--- config.mk ---
export PLATFORM = sky130hd
export DESIGN_NAME = instr_fetch_queue
export DESIGN_NICKNAME = d
export VERILOG_FILES = /design/src/rtl/instr_fetch_queue.sv
export SDC_FILE = /design/constraint.sdc
export NUM_CORES = 1
export LEC_CHECK = 0
export CAP_MARGIN = 20
export CORE_UTILIZATION = 30
export DETAILED_ROUTE_END_ITERATION = 10
export DONT_BUFFER_PORTS = 1
export HOLD_SLACK_MARGIN = 0.02
export PLACE_DENSITY = 0.5
export SLEW_MARGIN = 20
export SYNTH_ARGS = -nofsm -noshare
export SYNTH_HDL_FRONTEND = slang
export SYNTH_SLANG_ARGS = --single-unit
--- constraint.sdc ---
create_clock -name clk -period 2.7 [get_ports clk]
set_input_delay 0.27 -clock clk [delete_from_list [all_inputs] [get_ports clk]]
set_output_delay 0.27 -clock clk [all_outputs]
set_load 0.02 [all_outputs]
--- src/rtl/instr_fetch_queue.sv ---
// Purpose : sequential instruction fetcher feeding a DEPTH-entry {pc, code} queue
//           from a combinational ROM; flushes on redirect and stops at HALT_PC.
// Latency : an address presented on rom_addr appears at the queue head one cycle later.
// Backpr. : fetching stalls while the queue holds DEPTH entries; the head holds
//           while instr_ready is low.
// Ports   : clk/reset (sync, active-high); rom_addr/rom_data ROM port;
//           instr_out/instr_pc/instr_valid/instr_ready decoder handshake;
//           redirect_en/redirect_target branch flush; fetch_done halted-and-drained.
// Option  : `define FETCH_PERF_EN adds fetch_count (pushes, 16b) and
//           flush_count (redirects, 8b), both saturating.
module instr_fetch_queue #(
  parameter int D       = 12,
  parameter int W       = 9,
  parameter int DEPTH   = 4,
  parameter int HALT_PC = 12
) (
  input  logic         clk,
  input  logic         reset,
  output logic [D-1:0] rom_addr,
  input  logic [W-1:0] rom_data,
  output logic [W-1:0] instr_out,
  output logic [D-1:0] instr_pc,
  output logic         instr_valid,
  input  logic         instr_ready,
  input  logic         redirect_en,
  input  logic [D-1:0] redirect_target,
  output logic         fetch_done
`ifdef FETCH_PERF_EN
  ,
  output logic [15:0]  fetch_count,
  output logic [7:0]   flush_count
`endif
);

  localparam int AW = $clog2(DEPTH);
  localparam int CW = AW + 1;
  localparam logic [CW-1:0] DEPTH_C = CW'(DEPTH);
  localparam logic [D-1:0]  HALT_C  = D'(HALT_PC);

  typedef struct packed {
    logic [D-1:0] pc;
    logic [W-1:0] code;
  } entry_t;

  // FULL and HALT are mutually exclusive by priority: once halted the queue
  // only drains, so HALT is reported even if the queue happens to be full.
  typedef enum logic [1:0] {
    S_FETCH = 2'd0,
    S_FULL  = 2'd1,
    S_HALT  = 2'd2
  } state_t;

  state_t         state_q, state_d;
  logic [D-1:0]   fetch_pc_q, fetch_pc_d;
  logic [CW-1:0]  count_q, count_d;
  logic [AW-1:0]  rd_ptr_q, rd_ptr_d;
  logic [AW-1:0]  wr_ptr_q, wr_ptr_d;
  logic           fetch_done_q, fetch_done_d;
  entry_t         mem_q [DEPTH];

  logic           halted;
  logic           push_opp;
  logic           push;
  logic           pop;
  logic           halted_d;

  assign halted      = (state_q == S_HALT);
  assign rom_addr    = fetch_pc_q;
  assign instr_valid = (count_q != '0) && !redirect_en;
  assign instr_out   = mem_q[rd_ptr_q].code;
  assign instr_pc    = mem_q[rd_ptr_q].pc;
  assign fetch_done  = fetch_done_q;

  // S_FETCH already encodes "not halted and count < DEPTH" from cycle start,
  // so a pop in this cycle cannot open a slot for a push at DEPTH.
  assign push_opp = (state_q == S_FETCH) && !redirect_en;
  assign push     = push_opp && (fetch_pc_q != HALT_C);
  assign pop      = instr_valid && instr_ready;

  always_comb begin
    fetch_pc_d   = fetch_pc_q;
    count_d      = count_q;
    rd_ptr_d     = rd_ptr_q;
    wr_ptr_d     = wr_ptr_q;
    halted_d     = halted || (push_opp && (fetch_pc_q == HALT_C));
    fetch_done_d = halted && (count_q == '0) && !redirect_en;

    if (push) begin
      fetch_pc_d = fetch_pc_q + D'(1);
      wr_ptr_d   = wr_ptr_q + AW'(1);
    end
    if (pop) begin
      rd_ptr_d = rd_ptr_q + AW'(1);
    end
    case ({push, pop})
      2'b10:   count_d = count_q + CW'(1);
      2'b01:   count_d = count_q - CW'(1);
      default: count_d = count_q;
    endcase

    if (redirect_en) begin
      fetch_pc_d = redirect_target;
      count_d    = '0;
      rd_ptr_d   = '0;
      wr_ptr_d   = '0;
      halted_d   = 1'b0;
    end

    if (halted_d) begin
      state_d = S_HALT;
    end else if (count_d == DEPTH_C) begin
      state_d = S_FULL;
    end else begin
      state_d = S_FETCH;
    end
  end

  always_ff @(posedge clk) begin
    if (reset) begin
      state_q      <= S_FETCH;
      fetch_pc_q   <= '0;
      count_q      <= '0;
      rd_ptr_q     <= '0;
      wr_ptr_q     <= '0;
      fetch_done_q <= 1'b0;
    end else begin
      state_q      <= state_d;
      fetch_pc_q   <= fetch_pc_d;
      count_q      <= count_d;
      rd_ptr_q     <= rd_ptr_d;
      wr_ptr_q     <= wr_ptr_d;
      fetch_done_q <= fetch_done_d;
    end
  end

  // Storage carries no reset; entries are only observable once counted.
  always_ff @(posedge clk) begin
    if (push && !reset) begin
      mem_q[wr_ptr_q] <= '{pc: fetch_pc_q, code: rom_data};
    end
  end

`ifdef FETCH_PERF_EN
  logic [15:0] fetch_count_q, fetch_count_d;
  logic [7:0]  flush_count_q, flush_count_d;

  always_comb begin
    fetch_count_d = fetch_count_q;
    flush_count_d = flush_count_q;
    if (push && (fetch_count_q != 16'hFFFF)) fetch_count_d = fetch_count_q + 16'd1;
    if (redirect_en && (flush_count_q != 8'hFF)) flush_count_d = flush_count_q + 8'd1;
  end

  always_ff @(posedge clk) begin
    if (reset) begin
      fetch_count_q <= '0;
      flush_count_q <= '0;
    end else begin
      fetch_count_q <= fetch_count_d;
      flush_count_q <= flush_count_d;
    end
  end

  assign fetch_count = fetch_count_q;
  assign flush_count = flush_count_q;
`endif

endmodule

# [Word level (Yosys, flattened, before mapping)]
# Memories as Yosys holds them, arrays and structs flattened. A register that Yosys moved wholly into a read port is not among the register bits.
# Cells that the tools add are included.
[op_classes] n_mux=11 add_sub_neg=5 n_eq_ne=6 n_reduce_logical=17
[ops] operator="$mux W12" count=2
[ops] operator="$add A12 B1 Y12 const B" count=1
[ops] operator="$eq A12 B4 Y1 const B" count=1
[ops] operator="$ne A12 B4 Y1 const B" count=1
[ops] operator="$logic_and A1 B1 Y1" count=8
[ops] operator="$mux W2" count=3
[ops] operator="$pmux W3 S2" count=1
[ops] operator="$add A2 B1 Y2 const B" count=2
[ops] operator="$eq A2 B2 Y1 const B" count=2
[ops] operator="$mux W1" count=4
[ops] operator="$reduce_or A2 Y1" count=2
[ops] operator="$add A3 B1 Y3 const B" count=1
[ops] operator="$eq A3 B3 Y1 const B" count=1
[ops] operator="$logic_not A3 Y1" count=1
[ops] operator="$mux W3" count=1
[ops] operator="$reduce_bool A3 Y1" count=1
[ops] operator="$sub A3 B1 Y3 const B" count=1
[ops] operator="$eq A2 B1 Y1 const B" count=1
[ops] operator="$logic_not A1 Y1" count=2
[ops] operator="$logic_not A2 Y1" count=1
[ops] operator="$reduce_bool A2 Y1" count=1
[ops] operator="$logic_or A1 B1 Y1" count=1
[word_totals] reg_bits=22 ramBits=84 word_cells=47 output_inout_bits=35 n_memories=1
[memory_table] memory="mem_q" words=4 width=21 rd=1 rd_clocked_by_memory_dff=1 write_ports=1 line="59" source="entry_t mem_q [DEPTH];"

# [Logic depth before layout (Yosys ltp)]
# Gate-level depths: netlist of the first run.
[logic_depth] word_depth=9 ltp_mapped=10 mapped_depth_nobuf=10

# [Worst setup path after synthesis of the first run]
# OpenSTA, ideal clock, no wires.
[synth_path] kind="reg-to-reg" from="register fetch_pc_q[5] (netlist: rom_addr[5])" to="register state_q[0]" path_slack_ns=0.203 setup_ns=0.092 n_path_buf=1 path_stages_with_launch=9 arrival_ns=2.405 cell_sequence="dfxtp_1 > clkbuf_1 > or3_1 > o31ai_4 > ha_1 > fa_1 > mux2i_1 > o21ai_0 > nor4_1"
[synth_between] elab_chain_cells=7
[synth_lines] item="start, declared" line="54" source="logic [D-1:0] fetch_pc_q, fetch_pc_d;"
[synth_lines] item="start signal, assigned" line="128" source="fetch_pc_q <= fetch_pc_d;"
[synth_lines] item="$ne A12 B4 Y1" line="77" source="assign push = push_opp && (fetch_pc_q != HALT_C);"
[synth_lines] item="$logic_and A1 B1 Y1" line="77"
[synth_lines] item="$eq A2 B1 Y1 / $eq A2 B2 Y1 (equally long branches)" line="95" source="case ({push, pop})"
[synth_lines] item="$pmux W3 S2" line="95"
[synth_lines] item="$mux W3" line="101" source="if (redirect_en) begin"
[synth_lines] item="$eq A3 B3 Y1" line="111" source="end else if (count_d == DEPTH_C) begin"
[synth_lines] item="$mux W1" line="111"
[synth_lines] item="end signal, assigned" line="127" source="state_q <= state_d;"
[synth_lines] item="end, declared" line="53" source="state_t state_q, state_d;"
# Several ways; a longest one is shown, not always the timed one.
# A chain may end at the register's enable or synchronous reset.

# [Worst setup path after layout of the first run]
[layout_path] from="register fetch_pc_q[7] (netlist: rom_addr[7])" to="register state_q[0]"
# The elaborated chain is that of the path after synthesis.

==> impl_metrics.prom, run 1 <==
# TYPE chip_impl_metric gauge
chip_impl_info{name="timing.setup.critical_path_class",value="reg2reg"} 1
chip_impl_metric{name="fmax",unit="MHz"} 406
chip_impl_info{name="synth_largest_area_cell",value="sky130_fd_sc_hd__edfxtp_1"} 1
chip_impl_metric{name="antennaDiodeCount",unit=""} 0
chip_impl_metric{name="setup_ws",unit="ps"} 239
chip_impl_metric{name="grt_antenna_before_repair",unit=""} 0
chip_impl_metric{name="drt_first_iter_violations",unit=""} 137
chip_impl_metric{name="wire_length_of_the_first_global_routing_pass",unit="um"} 13900
chip_impl_metric{name="min_period_over_period",unit="%"} 91.1
chip_impl_metric{name="postSynthRegisterBits",unit=""} 108
chip_impl_metric{name="aggregate_global_route_resource_usage",unit="%"} 12.8
chip_impl_metric{name="peakVddDrop",unit="uV"} 296
chip_impl_metric{name="yosys_warnings",unit=""} 0
chip_impl_metric{name="power.sequential.fraction",unit="%"} 56.0
chip_impl_metric{name="die_h",unit="um"} 123
chip_impl_metric{name="clock_insertion_delay_worst_skew",unit="ps"} 340
chip_impl_metric{name="post_placement_setup_slack",unit="ps"} 272
chip_impl_metric{name="first_global_vias",unit=""} 2506
chip_impl_metric{name="design.core.area",unit="mm^2"} 0.0140
chip_impl_metric{name="stdcell_area",unit="mm^2"} 0.00509
chip_impl_metric{name="power.total",unit="mW"} 3.29
chip_impl_metric{name="hold_fails_final_rpt",unit=""} 0
chip_impl_metric{name="register_area",unit="mm^2"} 0.00300
chip_impl_metric{name="die_outline_area",unit="mm^2"} 0.0150
chip_impl_metric{name="syn_area_per_cell",unit="um^2"} 16.5
chip_impl_info{name="crit_path_start_kind",value="register"} 1
chip_impl_info{name="cts_tree",value="yes"} 1
chip_impl_metric{name="synth_enable_flop_cells",unit=""} 84
chip_impl_metric{name="finalClockSkew",unit="ps"} 7.38
chip_impl_metric{name="h_tree_level_count",unit=""} 3
chip_impl_metric{name="io_pins",unit=""} 60
chip_impl_metric{name="area_growth_syn_to_layout",unit="%"} 16.7
chip_impl_metric{name="detailed_place.area",unit="mm^2"} 0.00471
chip_impl_metric{name="worstMarginPinSlew",unit="ps"} 566
chip_impl_info{name="critPathCaptureType",value="register"} 1
chip_impl_metric{name="fillCellCount",unit=""} 1316
chip_impl_metric{name="cellPowerDensity",unit="mW/mm^2"} 647
chip_impl_metric{name="postCtsResizedCells",unit=""} 0
chip_impl_metric{name="switching_power",unit="mW"} 0.747
chip_impl_info{name="ctsRootBufferMaster",value="sky130_fd_sc_hd__clkbuf_16"} 1
chip_impl_metric{name="clk_pin_slew",unit="ps"} 70
chip_impl_metric{name="cts_buffer_depth",unit=""} 2
chip_impl_metric{name="synthDistinctLibCells",unit=""} 45
chip_impl_metric{name="place.gp.congestion",unit=""} 0.737
chip_impl_metric{name="seq_area_frac_synth",unit="%"} 68.8
chip_impl_metric{name="setup_viol",unit=""} 0
chip_impl_info{name="hold_path.class",value="in2reg"} 1
chip_impl_metric{name="worst-endpoint-arrival",unit="ps"} 2700
chip_impl_metric{name="start_util",unit="%"} 31.1
chip_impl_metric{name="detail_route.first_pass.iterations",unit=""} 4
chip_impl_metric{name="grt_start_max_net_pins",unit=""} 22
chip_impl_info{name="result_of_the_run",value="finished clean"} 1
chip_impl_metric{name="maxCapViolations",unit=""} 0
chip_impl_metric{name="async_reset_ff_share",unit="%"} 0
chip_impl_metric{name="power.clock.fraction",unit="%"} 36.5
chip_impl_metric{name="multi_input_area",unit="mm^2"} 0.00129
chip_impl_metric{name="critical_path_peak_fanout",unit=""} 5
chip_impl_metric{name="placementRows",unit=""} 43
chip_impl_metric{name="relative_slew_slack",unit="%"} 61.9
chip_impl_metric{name="grt_overflow_total",unit=""} 0
chip_impl_metric{name="die-width",unit="um"} 123
chip_impl_info{name="unrepaired_setup_endpoints_after_global_routing",value="no"} 1
chip_impl_info{name="synth-main-ff-cell",value="sky130_fd_sc_hd__edfxtp_1"} 1
chip_impl_metric{name="synth.cell_area",unit="mm^2"} 0.00437
chip_impl_info{name="area_contributors_post_synth",value="sky130_fd_sc_hd__edfxtp_1, sky130_fd_sc_hd__dfxtp_1, sky130_fd_sc_hd__mux4_2"} 1
chip_impl_metric{name="critical_path_required",unit="ps"} 2940
chip_impl_metric{name="finalSetupTns",unit="ps"} 0
chip_impl_metric{name="route.vias.total",unit=""} 2380
chip_impl_metric{name="final_core_utilization",unit="%"} 36.3
chip_impl_metric{name="cts_setup_buffers",unit=""} 0
chip_impl_metric{name="proportion_of_netlist_area_held_by_the_largest_area_contributor",unit="%"} 57.8
chip_impl_metric{name="internal-power",unit="mW"} 2.55
chip_impl_metric{name="layout.nets",unit=""} 330
chip_impl_metric{name="routedWlPerCell",unit="um"} 18.6
chip_impl_metric{name="port_buffers",unit=""} 0
chip_impl_metric{name="clock_sink_count",unit=""} 108
chip_impl_metric{name="syn_nets",unit=""} 297
chip_impl_metric{name="detail_route.wirelength",unit="um"} 8940
chip_impl_metric{name="netSwitchingFraction",unit="%"} 22.7
chip_impl_metric{name="post-route-min-period",unit="ps"} 2460
chip_impl_info{name="synth.most_common_cell",value="sky130_fd_sc_hd__edfxtp_1"} 1
chip_impl_metric{name="viasPerCell",unit=""} 4.95
chip_impl_metric{name="drive_gt1_share",unit="%"} 21.9
chip_impl_info{name="post_synth_most_frequent_cells",value="sky130_fd_sc_hd__edfxtp_1, sky130_fd_sc_hd__dfxtp_1, sky130_fd_sc_hd__mux4_2"} 1
chip_impl_metric{name="leakage",unit="nW"} 1.65
chip_impl_metric{name="drc",unit=""} 0
chip_impl_metric{name="synthesis.instances",unit=""} 264
chip_impl_metric{name="cts_buffers",unit=""} 9
chip_impl_metric{name="route.antenna.remaining_nets",unit=""} 0
chip_impl_metric{name="power.combinational.fraction",unit="%"} 7.5
chip_impl_metric{name="hpwl",unit="um"} 5930
chip_impl_metric{name="finalMaxSlewViolations",unit=""} 0
## registers in the layout (all words and copies together) (netlist names), named ones only
| signal | cells |
|---|---|
| mem_q | 84 |
| state_q | 2 |
| wr_ptr_q | 2 |
| rom_addr | 12 |
| fetch_done | 1 |
| rd_ptr_q | 2 |
| count_q | 3 |
## routing by layer
metal | vias up | wire length, um | global-route usage (%)
li1 | 1115 | - | -
met1 | 1185 | 4060 | 15.3
met2 | 72 | 4320 | 22.1
met3 | 8 | 450 | 3.67
met4 | 0 | 97 | 3.73
met5 | - | 0 | 0
## path summary, 6_finish.rpt
| kind | slack [ps] | cells past startpoint | end | start |
|---|---|---|---|---|
| max reg2reg | 240 | 7 | state_q[0]$_SDFF_PP0_ | rom_addr[7]$_SDFFE_PP0P_ |
| max | 240 | 7 | state_q[0]$_SDFF_PP0_ | rom_addr[7]$_SDFFE_PP0P_ |
| min reg2reg | 530 | 2 | rd_ptr_q[1]$_SDFFE_PP0P_ | rd_ptr_q[1]$_SDFFE_PP0P_ |
| min | 80 | 1 | rom_addr[11]$_SDFFE_PP0P_ | redirect_en |
## timing repair
| item | in CTS | in global routing |
|---|---|---|
| hold buffers | 11 | 0 |
| endpoints found under the setup margin | 0 | 0 |
| hold endpoints to repair | 45 | 0 |
## cells by family (layout without fill, tap and decap cells)
logic type      count (synthesis)  after routing  synth area share (%)
compound gates                 28             28                  4.96
buf+inv                        18             55                  1.63
fa+ha+maj                       8              8                  2.46
mux                            25             25                  11.8
flops                         108            108                  68.8
simple gates                   68             68                  8.57
xor+xnor                        9              9                  1.81
## final cells by class
cell class	count	area share (%)
Clock buffer	9	4.42
Clock inverter	6	0.958
Inverter	7	0.516
Multi-Input combinational cell	138	25.3
Sequential cell	108	58.9
Tap cell	180	4.42
Timing Repair Buffer	33	5.40
## per-stage QoR
stage               cells  hold slack, ps
floorplan             264             369
global placement      455             347
detailed placement    455             347
CTS                   481            66.8
global route          481            59.3
finish                481            83.6
## power groups by stage
stage	sequential, mW	combinational, mW	clock [mW]
floorplan	1.91	0.132	0
global placement	1.88	0.227	0
detailed placement	1.88	0.229	0
CTS	1.85	0.250	1.25
global route	1.85	0.270	1.30
finish	1.85	0.246	1.20
## placed cells by master, fill, tap and decap left out, types with 3 or more instances in the layout
cell | netlist | routed
sky130_fd_sc_hd__nor3_1 | 7 | 7
sky130_fd_sc_hd__nand4_1 | 3 | 3
sky130_fd_sc_hd__clkinvlp_4 | 0 | 3
sky130_fd_sc_hd__nor4_1 | 6 | 6
sky130_fd_sc_hd__dlygate4sd3_1 | 0 | 11
sky130_fd_sc_hd__edfxtp_1 | 84 | 84
sky130_fd_sc_hd__or3_1 | 4 | 4
sky130_fd_sc_hd__and2_1 | 4 | 4
sky130_fd_sc_hd__buf_4 | 0 | 22
sky130_fd_sc_hd__mux4_2 | 21 | 21
sky130_fd_sc_hd__ha_1 | 7 | 7
sky130_fd_sc_hd__clkbuf_16 | 0 | 9
sky130_fd_sc_hd__o21bai_1 | 3 | 3
sky130_fd_sc_hd__dfxtp_1 | 24 | 24
sky130_fd_sc_hd__inv_1 | 6 | 6
sky130_fd_sc_hd__or2_2 | 4 | 4
sky130_fd_sc_hd__a31oi_1 | 5 | 5
sky130_fd_sc_hd__o21ai_0 | 3 | 3
sky130_fd_sc_hd__nor2_1 | 18 | 18
sky130_fd_sc_hd__nand2_1 | 5 | 5
sky130_fd_sc_hd__nand3_1 | 6 | 6
sky130_fd_sc_hd__mux2i_1 | 3 | 3
sky130_fd_sc_hd__a21oi_1 | 3 | 3
sky130_fd_sc_hd__xnor2_1 | 8 | 8
## critical path, cell delays in order (launching register included)
cell and delay, ps:
sky130_fd_sc_hd__dfxtp_1 310, sky130_fd_sc_hd__or4_4 550, sky130_fd_sc_hd__o31ai_4 310, sky130_fd_sc_hd__ha_1 260
sky130_fd_sc_hd__fa_1 430, sky130_fd_sc_hd__mux2i_1 160, sky130_fd_sc_hd__o21ai_0 90, sky130_fd_sc_hd__nor4_1 240
Power figures use the tool's default switching activity.
==> inputs of run 2 (changes only) <==
SETUP_SLACK_MARGIN = 0.4   (was not set)
==> impl_metrics.prom, run 2 (synthesis gave the netlist of run 1 again) <==
# TYPE chip_impl_metric gauge
chip_impl_metric{name="area_growth_syn_to_layout",unit="%"} 18.6
chip_impl_metric{name="critical_path_peak_fanout",unit=""} 6
chip_impl_metric{name="die-width",unit="um"} 123
chip_impl_metric{name="hold_fails_final_rpt",unit=""} 0
chip_impl_metric{name="post-route-min-period",unit="ps"} 2360
chip_impl_metric{name="hpwl",unit="um"} 5960
chip_impl_metric{name="antennaDiodeCount",unit=""} 0
chip_impl_metric{name="design.core.area",unit="mm^2"} 0.0140
chip_impl_metric{name="grt_start_max_net_pins",unit=""} 22
chip_impl_metric{name="drive_gt1_share",unit="%"} 24.3
chip_impl_metric{name="worst-endpoint-arrival",unit="ps"} 2620
chip_impl_metric{name="maxCapViolations",unit=""} 0
chip_impl_metric{name="post_placement_setup_slack",unit="ps"} 233
chip_impl_metric{name="fmax",unit="MHz"} 423
chip_impl_metric{name="route.antenna.remaining_nets",unit=""} 0
chip_impl_metric{name="layout.nets",unit=""} 332
chip_impl_metric{name="clk_pin_slew",unit="ps"} 70
chip_impl_info{name="setup.worst_path.start",value="rom_addr[9]$_SDFFE_PP0P_"} 1
chip_impl_metric{name="min_period_over_period",unit="%"} 87.5
chip_impl_metric{name="place.gp.congestion",unit=""} 0.810
chip_impl_info{name="ctsRootBufferMaster",value="sky130_fd_sc_hd__clkbuf_16"} 1
chip_impl_metric{name="aggregate_global_route_resource_usage",unit="%"} 13.3
chip_impl_metric{name="place_inst",unit=""} 454
chip_impl_info{name="layout.cells.most_common_list",value="sky130_fd_sc_hd__edfxtp_1, sky130_fd_sc_hd__buf_4, sky130_fd_sc_hd__mux4_2, sky130_fd_sc_hd__dfxtp_1, sky130_fd_sc_hd__nor2_1"} 1
chip_impl_metric{name="power.total",unit="mW"} 3.52
chip_impl_metric{name="detail_route.wirelength",unit="um"} 9050
chip_impl_info{name="critPathCaptureType",value="register"} 1
chip_impl_metric{name="worst_hold_slack",unit="ps"} 55.3
chip_impl_metric{name="route.vias.total",unit=""} 2374
chip_impl_metric{name="cts_buffers",unit=""} 9
chip_impl_metric{name="wire_length_of_the_first_global_routing_pass",unit="um"} 14400
chip_impl_metric{name="port_buffers",unit=""} 0
chip_impl_metric{name="die_h",unit="um"} 123
chip_impl_metric{name="peakVddDrop",unit="uV"} 345
chip_impl_info{name="setup.worst_path.end",value="state_q[0]$_SDFF_PP0_"} 1
chip_impl_metric{name="worstMarginPinSlew",unit="ps"} 590
chip_impl_metric{name="drc",unit=""} 0
chip_impl_info{name="r2r-start",value="rom_addr[9]$_SDFFE_PP0P_"} 1
chip_impl_metric{name="viasPerCell",unit=""} 4.90
chip_impl_metric{name="clock_sink_count",unit=""} 108
chip_impl_metric{name="setup_viol",unit=""} 0
chip_impl_metric{name="die_outline_area",unit="mm^2"} 0.0150
chip_impl_metric{name="multi_input_area",unit="mm^2"} 0.00130
chip_impl_metric{name="final_core_utilization",unit="%"} 36.9
chip_impl_metric{name="routedWlPerCell",unit="um"} 18.7
chip_impl_info{name="result_of_the_run",value="finished clean"} 1
chip_impl_metric{name="critical_path_required",unit="ps"} 2960
chip_impl_metric{name="fillCellCount",unit=""} 1314
chip_impl_metric{name="detailed_place.area",unit="mm^2"} 0.00471
chip_impl_metric{name="grt_antenna_before_repair",unit=""} 0
chip_impl_metric{name="drt_first_iter_violations",unit=""} 166
chip_impl_metric{name="relative_slew_slack",unit="%"} 60.3
chip_impl_info{name="worstReg2RegEnd",value="state_q[0]$_SDFF_PP0_"} 1
chip_impl_metric{name="placementRows",unit=""} 43
chip_impl_info{name="hold_path.startpoint",value="redirect_en"} 1
chip_impl_metric{name="finalSetupTns",unit="ps"} 0
chip_impl_metric{name="register_area",unit="mm^2"} 0.00301
chip_impl_info{name="hold_path.class",value="in2reg"} 1
chip_impl_info{name="cts_tree",value="yes"} 1
chip_impl_metric{name="stdcell_area",unit="mm^2"} 0.00518
chip_impl_info{name="crit_path_start_kind",value="register"} 1
chip_impl_metric{name="clock_insertion_delay_worst_skew",unit="ps"} 340
chip_impl_metric{name="setup_ws",unit="ps"} 338
chip_impl_metric{name="finalMaxSlewViolations",unit=""} 0
chip_impl_metric{name="cellPowerDensity",unit="mW/mm^2"} 680
chip_impl_metric{name="cts_buffer_depth",unit=""} 2
chip_impl_metric{name="fin_cells",unit=""} 484
chip_impl_metric{name="finalClockSkew",unit="ps"} 7.37
chip_impl_metric{name="rrSetupSlack",unit="ps"} 340
chip_impl_metric{name="grt_overflow_total",unit=""} 0
chip_impl_metric{name="largest_reg_flops",unit=""} 84
chip_impl_metric{name="first_global_vias",unit=""} 2497
chip_impl_metric{name="detail_route.first_pass.iterations",unit=""} 4
chip_impl_info{name="timing.setup.critical_path_class",value="reg2reg"} 1
chip_impl_info{name="most_common_cell_after_layout_fill_and_taps_aside",value="sky130_fd_sc_hd__edfxtp_1"} 1
chip_impl_info{name="unrepaired_setup_endpoints_after_global_routing",value="yes"} 1
chip_impl_metric{name="start_util",unit="%"} 31.1
chip_impl_metric{name="reg2reg_depth",unit=""} 7
chip_impl_metric{name="leakage",unit="nW"} 1.69
chip_impl_metric{name="h_tree_level_count",unit=""} 3
chip_impl_info{name="register_name_with_the_most_flops",value="mem_q"} 1
chip_impl_metric{name="io_pins",unit=""} 60
[run 2: what timing repair did]
| item | 4_1_cts | 5_1_grt |
|---|---|---|
| endpoints found under the setup margin | 16 | 17 |
| pin swaps | 1 | 0 |
| hold buffers | 11 | 0 |
| setup buffers | 3 | 0 |
| resized for setup | 0 | 2 |
| hold endpoints to repair | 45 | 0 |
[run 2: layout make-up]
cell class              count  share of cell area (%)
clock buffers               9                    4.35
clock inverters             7                    2.01
inverters                   7                   0.508
multi-input cells         138                    25.1
flip-flops and latches    108                    58.2
well taps                 180                    4.35
repair buffers             35                    5.54
[run 2: where the power goes]
group          internal (mW)  total (mW)  leakage, nW  switching [mW]
sequential              1.83        1.85        0.970          0.0188
clock                  0.827        1.42        0.160           0.597
combinational         0.0883       0.245        0.558           0.157
[run 2: worst min path at each step]
| stage | end | slack, ps | cells past startpoint |
|---|---|---|---|
| after floorplan | mem_q[0][0]$_DFFE_PP_ | 370 | 0 |
| after global placement | rom_addr[7]$_SDFFE_PP0P_ | 330 | 1 |
| after detailed placement | rom_addr[7]$_SDFFE_PP0P_ | 330 | 1 |
| after CTS | rom_addr[11]$_SDFFE_PP0P_ | 50 | 1 |
| after global routing | rom_addr[11]$_SDFFE_PP0P_ | 60 | 1 |
| final | rom_addr[11]$_SDFFE_PP0P_ | 60 | 1 |
[run 2: metal layers]
layer,global-route usage [%],wire (um)
met1,16.6,4210
met2,22.1,4220
met3,3.76,503
met4,4.80,121
met5,0,0
[run 2: critical path, stage by stage, from the launching register on]
cell and delay [ps]:
sky130_fd_sc_hd__dfxtp_4 390, sky130_fd_sc_hd__or4_4 560, sky130_fd_sc_hd__o31ai_4 230, sky130_fd_sc_hd__ha_2 230, sky130_fd_sc_hd__fa_1 410, sky130_fd_sc_hd__mux2i_1 190, sky130_fd_sc_hd__o21ai_1 90, sky130_fd_sc_hd__nor4_1 160
